--- config.mk ---
export PLATFORM = sky130hd
export DESIGN_NAME = box_motion_flat
export DESIGN_NICKNAME = d
export VERILOG_FILES = /design/src/rtl/flappy_pkg.sv /design/src/rtl/box_motion_if.sv /design/src/rtl/box_collide.sv /design/src/rtl/box_motion.sv /design/src/flat_wrapper.sv
export SDC_FILE = /design/constraint.sdc
export NUM_CORES = 1
export LEC_CHECK = 0
export CAP_MARGIN = 40
export CORE_MARGIN = 1.5
export CORE_UTILIZATION = 47
export CTS_BUF_LIST = sky130_fd_sc_hd__clkbuf_16
export DETAILED_ROUTE_END_ITERATION = 16
export PLACE_DENSITY_LB_ADDON = 0.15
export RECOVER_POWER = 25
export SYNTH_ARGS = -nofsm -noshare
export SYNTH_HDL_FRONTEND = slang
export SYNTH_HIERARCHICAL = 1
export SYNTH_SLANG_ARGS = --single-unit
export TNS_END_PERCENT = 100
--- constraint.sdc ---
create_clock -name clk -period 3.32 [get_ports clk]
set_input_delay 0.664 -clock clk [delete_from_list [all_inputs] [get_ports clk]]
set_output_delay 0.664 -clock clk [all_outputs]
set_load 0.005 [all_outputs]
--- src/rtl/flappy_pkg.sv ---
// Shared constants, motion-state encoding and the y-clamp helper for the
// flappy box datapath.
package flappy_pkg;

    typedef enum logic [1:0] {
        HOLD = 2'b00,
        FLY  = 2'b01,
        DEAD = 2'b10
    } box_state_e;

    localparam int SCREEN_H = 480;
    localparam int FLOOR_Y  = SCREEN_H;
    localparam int BOX_X    = 100;
    localparam int BOX_SIZE = 16;
    localparam int PIPE_W   = 52;
    localparam int Y_START  = 232;
    localparam int GRAVITY  = 1;
    localparam int JUMP_VEL = -8;
    localparam int VEL_MAX  = 10;
    localparam int Y_MAX    = FLOOR_Y - BOX_SIZE;

    // Saturate a signed candidate position into [0, Y_MAX].
    function automatic logic [9:0] clamp_y(input logic signed [11:0] y_s);
        logic [9:0] r;
        if (y_s < 0)
            r = '0;
        else if (y_s > Y_MAX)
            r = Y_MAX[9:0];
        else
            r = y_s[9:0];
        return r;
    endfunction

endpackage

--- src/rtl/box_motion_if.sv ---
// Game-side signal bundle for box_motion: control/pipe inputs and box outputs.
interface box_motion_if;
    logic       game_en;
    logic       game_reset;
    logic       up;
    logic       frame_tick;
    logic [9:0] pipe_x;
    logic [9:0] gap_top;
    logic [9:0] gap_bot;
    logic [9:0] box_y;
    logic       collision;
    logic [1:0] box_state;

    modport master (
        output game_en, game_reset, up, frame_tick, pipe_x, gap_top, gap_bot,
        input  box_y, collision, box_state
    );

    modport slave (
        input  game_en, game_reset, up, frame_tick, pipe_x, gap_top, gap_bot,
        output box_y, collision, box_state
    );
endinterface

--- src/rtl/box_collide.sv ---
// Combinational hit test of the box against the floor and the nearest pipe.
// Define CEIL_COLLISION_EN to make y == 0 a hit as well.
module box_collide
    import flappy_pkg::*;
(
    input  logic [9:0] box_y,
    input  logic [9:0] pipe_x,
    input  logic [9:0] gap_top,
    input  logic [9:0] gap_bot,
    output logic       hit
);
    localparam logic [10:0] BOX_L  = BOX_X[10:0];
    localparam logic [10:0] BOX_R  = 11'(BOX_X + BOX_SIZE - 1);
    localparam logic [10:0] PIPE_E = 11'(PIPE_W - 1);
    localparam logic [10:0] BOX_E  = 11'(BOX_SIZE - 1);

    logic [10:0] pipe_r;
    logic [10:0] box_b;
    logic        overlap;
    logic        outside_gap;
    logic        floor_hit;
    logic        ceil_hit;

    // 11-bit sums so pipe_x near 1023 cannot wrap into the box column.
    assign pipe_r      = {1'b0, pipe_x} + PIPE_E;
    assign box_b       = {1'b0, box_y} + BOX_E;
    assign overlap     = ({1'b0, pipe_x} <= BOX_R) && (pipe_r >= BOX_L);
    assign outside_gap = (box_y < gap_top) || (box_b > {1'b0, gap_bot});
    assign floor_hit   = (box_y == Y_MAX[9:0]);

`ifdef CEIL_COLLISION_EN
    assign ceil_hit = (box_y == 10'd0);
`else
    assign ceil_hit = 1'b0;
`endif

    assign hit = floor_hit | ceil_hit | (overlap & outside_gap);

endmodule

--- src/rtl/box_motion.sv ---
// Box vertical motion FSM (HOLD/FLY/DEAD) with frame-rate physics and a
// registered collision flag. Ceiling collision is enabled by CEIL_COLLISION_EN.
module box_motion
    import flappy_pkg::*;
(
    input  logic         clk,
    input  logic         hard_reset_n,
    box_motion_if.slave  bm
);
    localparam logic signed [5:0] JUMP_S  = JUMP_VEL[5:0];
    localparam logic signed [5:0] GRAV_S  = GRAVITY[5:0];
    localparam logic signed [5:0] VMAX_S  = VEL_MAX[5:0];
    localparam logic [9:0]        YSTRT_V = Y_START[9:0];

    box_state_e        state_q;
    logic [9:0]        y_q;
    logic signed [5:0] vel_q;
    logic              collision_q;
    logic              jump_q;
    logic              up_q;

    logic              hit;
    logic              up_edge;
    logic signed [5:0] vel_d;
    logic signed [11:0] y_sum;
    logic [9:0]        y_d;

    box_collide u_collide (
        .box_y   (y_q),
        .pipe_x  (bm.pipe_x),
        .gap_top (bm.gap_top),
        .gap_bot (bm.gap_bot),
        .hit     (hit)
    );

    assign up_edge = bm.up & ~up_q;

    // Candidate velocity/position applied only on a frame tick in FLY.
    always_comb begin
        vel_d = vel_q;
        if (jump_q || up_edge)
            vel_d = JUMP_S;
        else if (vel_q >= VMAX_S)
            vel_d = VMAX_S;
        else
            vel_d = vel_q + GRAV_S;
        y_sum = $signed({2'b00, y_q}) + $signed({{6{vel_d[5]}}, vel_d});
        y_d   = clamp_y(y_sum);
    end

    always_ff @(posedge clk) begin
        if (!hard_reset_n) begin
            state_q     <= HOLD;
            y_q         <= YSTRT_V;
            vel_q       <= '0;
            collision_q <= 1'b0;
            jump_q      <= 1'b0;
            up_q        <= 1'b0;
        end else begin
            up_q <= bm.up;
            if (bm.game_reset) begin
                state_q     <= HOLD;
                y_q         <= YSTRT_V;
                vel_q       <= '0;
                collision_q <= 1'b0;
                jump_q      <= 1'b0;
            end else begin
                case (state_q)
                    HOLD: begin
                        y_q         <= YSTRT_V;
                        vel_q       <= '0;
                        collision_q <= 1'b0;
                        jump_q      <= 1'b0;
                        if (bm.game_en)
                            state_q <= FLY;
                    end
                    FLY: begin
                        collision_q <= hit;
                        // A hit or a dropped enable freezes the box where it is.
                        if (hit || !bm.game_en) begin
                            state_q <= DEAD;
                        end else if (bm.frame_tick) begin
                            vel_q  <= vel_d;
                            y_q    <= y_d;
                            jump_q <= 1'b0;
                        end else if (up_edge) begin
                            jump_q <= 1'b1;
                        end
                    end
                    DEAD: begin
                    end
                    default: state_q <= HOLD;
                endcase
            end
        end
    end

    assign bm.box_y     = y_q;
    assign bm.collision = collision_q;
    assign bm.box_state = state_q;

endmodule

--- src/flat_wrapper.sv ---
// flat-port wrapper written by rule: the top's interface ports become plain ports
module box_motion_flat import flappy_pkg::*;
  (clk, hard_reset_n, bm_game_en, bm_game_reset, bm_up, bm_frame_tick, bm_pipe_x, bm_gap_top, bm_gap_bot, bm_box_y, bm_collision, bm_box_state);
  box_motion_if bm_i ();
  input  logic clk;
  input  logic hard_reset_n;
  input wire logic [$bits(bm_i.game_en)-1:0] bm_game_en;
  input wire logic [$bits(bm_i.game_reset)-1:0] bm_game_reset;
  input wire logic [$bits(bm_i.up)-1:0] bm_up;
  input wire logic [$bits(bm_i.frame_tick)-1:0] bm_frame_tick;
  input wire logic [$bits(bm_i.pipe_x)-1:0] bm_pipe_x;
  input wire logic [$bits(bm_i.gap_top)-1:0] bm_gap_top;
  input wire logic [$bits(bm_i.gap_bot)-1:0] bm_gap_bot;
  output wire logic [$bits(bm_i.box_y)-1:0] bm_box_y;
  output wire logic [$bits(bm_i.collision)-1:0] bm_collision;
  output wire logic [$bits(bm_i.box_state)-1:0] bm_box_state;
  assign bm_i.game_en = bm_game_en;
  assign bm_i.game_reset = bm_game_reset;
  assign bm_i.up = bm_up;
  assign bm_i.frame_tick = bm_frame_tick;
  assign bm_i.pipe_x = bm_pipe_x;
  assign bm_i.gap_top = bm_gap_top;
  assign bm_i.gap_bot = bm_gap_bot;
  assign bm_box_y = bm_i.box_y;
  assign bm_collision = bm_i.collision;
  assign bm_box_state = bm_i.box_state;
  box_motion u_core (.clk(clk), .hard_reset_n(hard_reset_n), .bm(bm_i));
endmodule
* After elaboration in Yosys (flattened, before gate mapping)
Index checks and enable logic that the tools add are counted.
** Operators by class
- Add/subtract/negate cells :: 4
- Multiply operators :: 0
- Divide/modulo/power cells :: 0
- Magnitude comparators :: 7
- Equality and inequality tests :: 8
- Shift operators :: 0
- Muxes and demuxes :: 18
- Bitwise logic cells :: 6
- Reductions and logical operators :: 11
** Operator list (count)
- 10-bit two-way mux :: 4
- 6-bit two-way mux :: 4
- 10-bit case mux with 2 select lines :: 1
- 11-bit by 6-bit adder with 12-bit output :: 1
- 12-bit by 10-bit > comparator with 1-bit output (second input constant) :: 1
- 12-bit by 1-bit less-than comparator with 1-bit output (second input constant) :: 1
- 6-bit case mux with 2 select lines :: 1
- 10-bit by 4-bit adder with 11-bit output (second input constant) :: 1
- 10-bit by 6-bit adder with 11-bit output (second input constant) :: 1
- 11-bit by 7-bit >= comparator with 1-bit output (second input constant) :: 1
- 11-bit by 10-bit > comparator with 1-bit output :: 1
- 10-bit by 9-bit equality test with 1-bit output (second input constant) :: 1
- 10-bit by 7-bit <= comparator with 1-bit output (second input constant) :: 1
- 10-bit less-than comparator :: 1
- 3-bit AND reduction :: 3
- 6-bit by 2-bit adder with 6-bit output (second input constant) :: 1
- 6-bit by 5-bit >= comparator with 1-bit output (second input constant) :: 1
- 2-bit != test (second input constant) :: 3
- 2-bit case mux with 3 select lines :: 1
- 2-bit two-way mux :: 2
- 1-bit case mux with 2 select lines :: 2
- 1-bit logical OR :: 3
- 1-bit two-way mux :: 3
- 3-bit by 2-bit != test with 1-bit output (second input constant) :: 1
- 11 further kinds :: 14
** Storage, ports and cells
- Bits in registers :: 21
- Latch bits :: 0
- Memory bits (writable) :: 0
- Bits in read-only memories :: 0
- Output and inout port bits :: 13
- Memories :: 0

* Logic depth before layout (Yosys ltp)
- Depth after elaboration :: 11
- Mapped depth :: 20
- Gate-level depth less buffers :: 20

* Cells and area by module
The synthesis kept the hierarchy.
** Modules (own cells, without submodules)
- box_motion :: times used 1, cells an instance 193, area an instance 1604.0 sq um, seq. area each 420.4 sq um
- box_collide :: times used 1, cells an instance 102, area an instance 701.9 sq um, seq. area each 0.0 sq um

* Worst setup path after synthesis
OpenSTA, ideal clock, no wires.
- Path type :: register -> register
- From :: register u_core.y_q[1], in the netlist u_core/bm.box_y[1]
- To :: register u_core.y_q[4], in the netlist u_core/bm.box_y[4]
- Setup time :: 0.057 ns
- Arrival time :: 3.240 ns
- Data required time :: 3.263 ns
- Slack :: 0.022 ns
- Cell stages (with the launch flop) :: 20
- Period minus slack after synthesis :: 3.298 ns
- Cell sequence :: dfxtp_1 -> inv_1 -> ha_1 -> nand2_1 -> nand3_1 -> xnor2_1 -> ha_1 -> and4_1 -> nand4_1 -> o22ai_2 -> o221ai_2 -> o21ai_1 -> o41ai_1 -> nor2b_1 -> nand3_1 -> nor2_1 -> nand2_1 -> mux2i_1 -> a22o_1 -> a21o_1
** Between the ends
- Longest elaborated chain between the ends :: 8
- Elaborated cells on any way between the ends :: 18
** RTL lines
- start, declared :: line box_motion.sv:16 : logic [9:0] y_q;
- start signal, assigned :: line box_motion.sv:84 : y_q <= y_d;
- 10-bit by 4-bit adder with 11-bit output :: line box_collide.sv:26 : assign box_b = {1'b0, box_y} + BOX_E;
- 11-bit by 10-bit > comparator with 1-bit output :: line box_collide.sv:28 : assign outside_gap = (box_y < gap_top) || (box_b > {1'b0, gap_bot});
- 1-bit logical OR :: line box_collide.sv:28
- 1-bit bitwise AND :: line box_collide.sv:37 : assign hit = floor_hit | ceil_hit | (overlap & outside_gap);
- 1-bit OR * :: line box_collide.sv:37
- via u_core.hit :: line box_motion.sv:22 : logic hit;
- 1-bit logical OR * :: line box_motion.sv:80 : if (hit || !bm.game_en) begin
- 2-bit != test (no line) *
- 3-bit AND reduction (no line) *
Mark *: on every way through the listed nets, which the timed path passes. The rest lies on a longest branch. The select of a mux whose other input is x is not followed.
A chain may end at the register's enable or synchronous reset.

* Worst setup path in the final report
Same ends and word-level chain as after synthesis.

==> results <==
-- worst paths after layout --
kind | from | end | slack (ps) | depth (start not counted)
setup reg to reg | u_core/bm.box_y[1] | u_core/bm.box_y[4] | -120 | 21
hold / removal | u_core/bm.collision | u_core/bm.collision | 480 | 2
setup / recovery | u_core/bm.box_y[1] | u_core/bm.box_y[4] | -120 | 21
hold reg to reg | u_core/bm.collision | u_core/bm.collision | 480 | 2
-- power by group through the flow --
stage          Combinational (uW)  Clock (uW)  Sequential [uW]
2_1_floorplan                 142           0              264
5_1_grt                       347         277              259
6_report                      327         268              258
3_3_place_gp                  253           0              263
4_1_cts                       273         266              258
3_5_place_dp                  259           0              263
-- cell usage after synthesis (2+ instances only) --
cell type / number
nor2_1: 14
xor2_1: 7
a22o_1: 2
a21o_1: 5
nor4_1: 3
ha_1: 36
and4_1: 2
o211ai_1: 3
o21ai_0: 8
o31ai_2: 5
dfxtp_1: 21
o21a_1: 2
clkbuf_1: 5
nor2_2: 2
nand2b_1: 5
and2_1: 3
nand4_1: 4
nand2_1: 35
nor2b_1: 5
nor3_1: 6
a31oi_1: 2
o21ai_1: 5
xnor2_1: 12
a21boi_0: 2
mux2i_1: 2
inv_1: 24
a21oi_1: 34
nand3_1: 13
a211o_1: 3
o21bai_1: 3
-- registers in the layout, indices dropped and copies added (netlist names) --
name / flops
u_core/bm.box_state: 2
u_core/bm.box_y: 10
u_core/bm.collision: 1
u_core/jump_q: 1
u_core/up_q: 1
u_core/vel_q: 6
-- stage by stage --
| step | total power (uW) | hold WS [ps] | cell area (sq um) | setup slack [ps] |
|---|---|---|---|---|
| floorplan | 405 | 472 | 2310 | 22.4 |
| global placement | 516 | 470 | 3220 | -325 |
| detailed placement | 521 | 483 | 3220 | -391 |
| CTS | 797 | 497 | 3420 | 4.77 |
| global route | 882 | 514 | 3740 | -237 |
| finish | 854 | 485 | 3740 | -122 |
-- routing by layer --
metal,up-vias,track usage [%],part of all wire (%)
met4,0,5.87,4.1
met3,31,3.18,6.7
li1,1284,-,-
met2,161,41.6,48
met1,1282,36.1,41
met5,-,0,0
-- kinds of logic (layout without fill, tap and decap cells) --
logic type      after synthesis  in the layout  synth area share (%)
compound gates               89             89                  27.5
xor+xnor                     19             19                  7.22
fa+ha+maj                    37             37                  20.4
buf+inv                      30            138                  5.21
flops                        21             21                  18.2
mux                           2              2                 0.868
simple gates                 97             97                  20.6
-- worst reg2reg max path, cell delays in order (launching register included) --
cell	delay (ps)
dfxtp_2	340
inv_2	50
ha_4	160
nand2_4	70
nand3_4	90
nor2_1	170
xor2_1	200
ha_1	290
a21oi_1	140
nor2b_1	80
o22ai_2	160
o221ai_2	130
o21ai_2	190
o41ai_4	120
nor2b_2	230
nand3_2	150
nor2_2	140
nand2_1	60
mux2i_1	220
buf_4	180
a22o_1	130
a21o_1	80
-- cell type report --
class	instances	area, sq um	share of cell area (%)
multi-input cells	244	2100	56.1
repair buffers	110	961	25.7
flip-flops and latches	21	425	11.4
inverters	24	90.1	2.41
well taps	67	83.8	2.24
clock buffers	3	75.1	2.01
clock inverters	1	5.00	0.134
-- timing repair --
action                                  CTS  global route
gates resized for setup                  16            66
setup buffers                             8             3
endpoints found under the setup margin    9            17
pin swaps                                13            34
==> results.ini <==
[setup_path]
cpLargestDelayFamily=simple AND/OR/NAND/NOR gates
cp-end-kind=register
crit_buf_inv=2
critPathMaxFanout=4
start_kind=register
path_class=reg2reg
critPathMaxStageDelay_ps=340
critPathSlowestCell=dfxtp_2
crit_arrival_ps=3650
crit_chain=inv_2 > ha_4 > nand2_4 > nand3_4 > nor2_1 > xor2_1 > ha_1 > a21oi_1 > nor2b_1 > o22ai_2 > o221ai_2 > o21ai_2 > o41ai_4 > nor2b_2 > nand3_2 > nor2_2 > nand2_1 > mux2i_1 > buf_4 > a22o_1 > a21o_1
critical_path_required_ps=3530

[drt]
vias=2758
routed_wl_mm=8.23
first_iter_violations=248
first_pass_iters=5
ant_nets=0
wire_per_inst_um=17.5
drc=0
viasPerCell=5.87

[floorplan]
dieArea_sq_um=5340
io_pins=49
die_x_um=73.0
start_util_pct=48.8
rows=25
core_sq_um=4720
chipHeight_um=73.0

[global_route]
grt_pass1_wl_mm=10.8
grt_max_degree=13
antenna_found_initial=0
overflow=0
grt_pass1_vias=2411
grt_usage_pct=25.7

[pwr]
ir_worst_vdd_mv=0.214
clkPwrFrac_pct=31.4
swShare_pct=31.6
power.density_nw_per_um2=229
combPwrFrac_pct=38.4
p_sw_uw=270
p_int_uw=584
seq_power_share_pct=30.3
p_leak_uw=0.00167

[placed_design]
hpwl_mm=4.98
gp_congestion=0.958
port_buffers=48
placed_cells=455

[yosys]
synth_area_per_cell_sq_um=7.82
synth-edff-count=0
synth_flop_cell=dfxtp_1
seq_area_frac_synth_pct=18.2
synth_area_leaders=ha_1 (20%), dfxtp_1 (18%), a21oi_1 (7.4%), nand2_1 (5.7%), xnor2_1 (4.6%)
synth.top_cell.area_share_pct=19.5
ys_async_sr_fraction_pct=0
synth_area_leader_cell=ha_1
syn_inst=295
yosysWarningCount=6
syn-cell-area_sq_um=2310
syn-num-nets=368
synth_cell_type_count=52
ys_ff_latch=21

[timing]
slew_headroom_pct=64.8
min_period_over_period_pct=104
report.final.slew_viol_count=0
final.setup.tns_ps=-512
max_freq_mhz=291
finalWorstSetupSlack_ps=-122
skew_ps=3.38
hold_viol=0
finalSetupViolCount=9
tightest_slew_ps=528
finalCriticalPeriod_ps=3440
rsz0062_at_grt=yes

[cts]
cts_hold_buf=0
cts.sinks=21
clk_latency_ps=260
clock-root-buffer=clkbuf_16
numCtsBuffers=3
htreeDepth=1
cts_tree=done
clkTransAtPathRegs_ps=60
clk_path_buf_depth=2

[cells_and_area]
fin_nets=477
fillCellCount=288
utilization_pct=79.1
final_common_cell=buf_4
syn2layout_area_growth_pct=62.0
layout.cells.non_filler=470
layout-drive-gt1-share_pct=34.0
n_antenna_cell=0
most-common-layout-cells=buf_4 (58), clkdlybuf4s50_1 (41), nand2_1 (31)

[flow_run]
maxCapViolCount=0

[hold_path]
hold_class=reg2reg

[outcome]
status=complete, but fails checks
violations=negative setup slack

No activity file was read; power rests on OpenSTA's default activity.
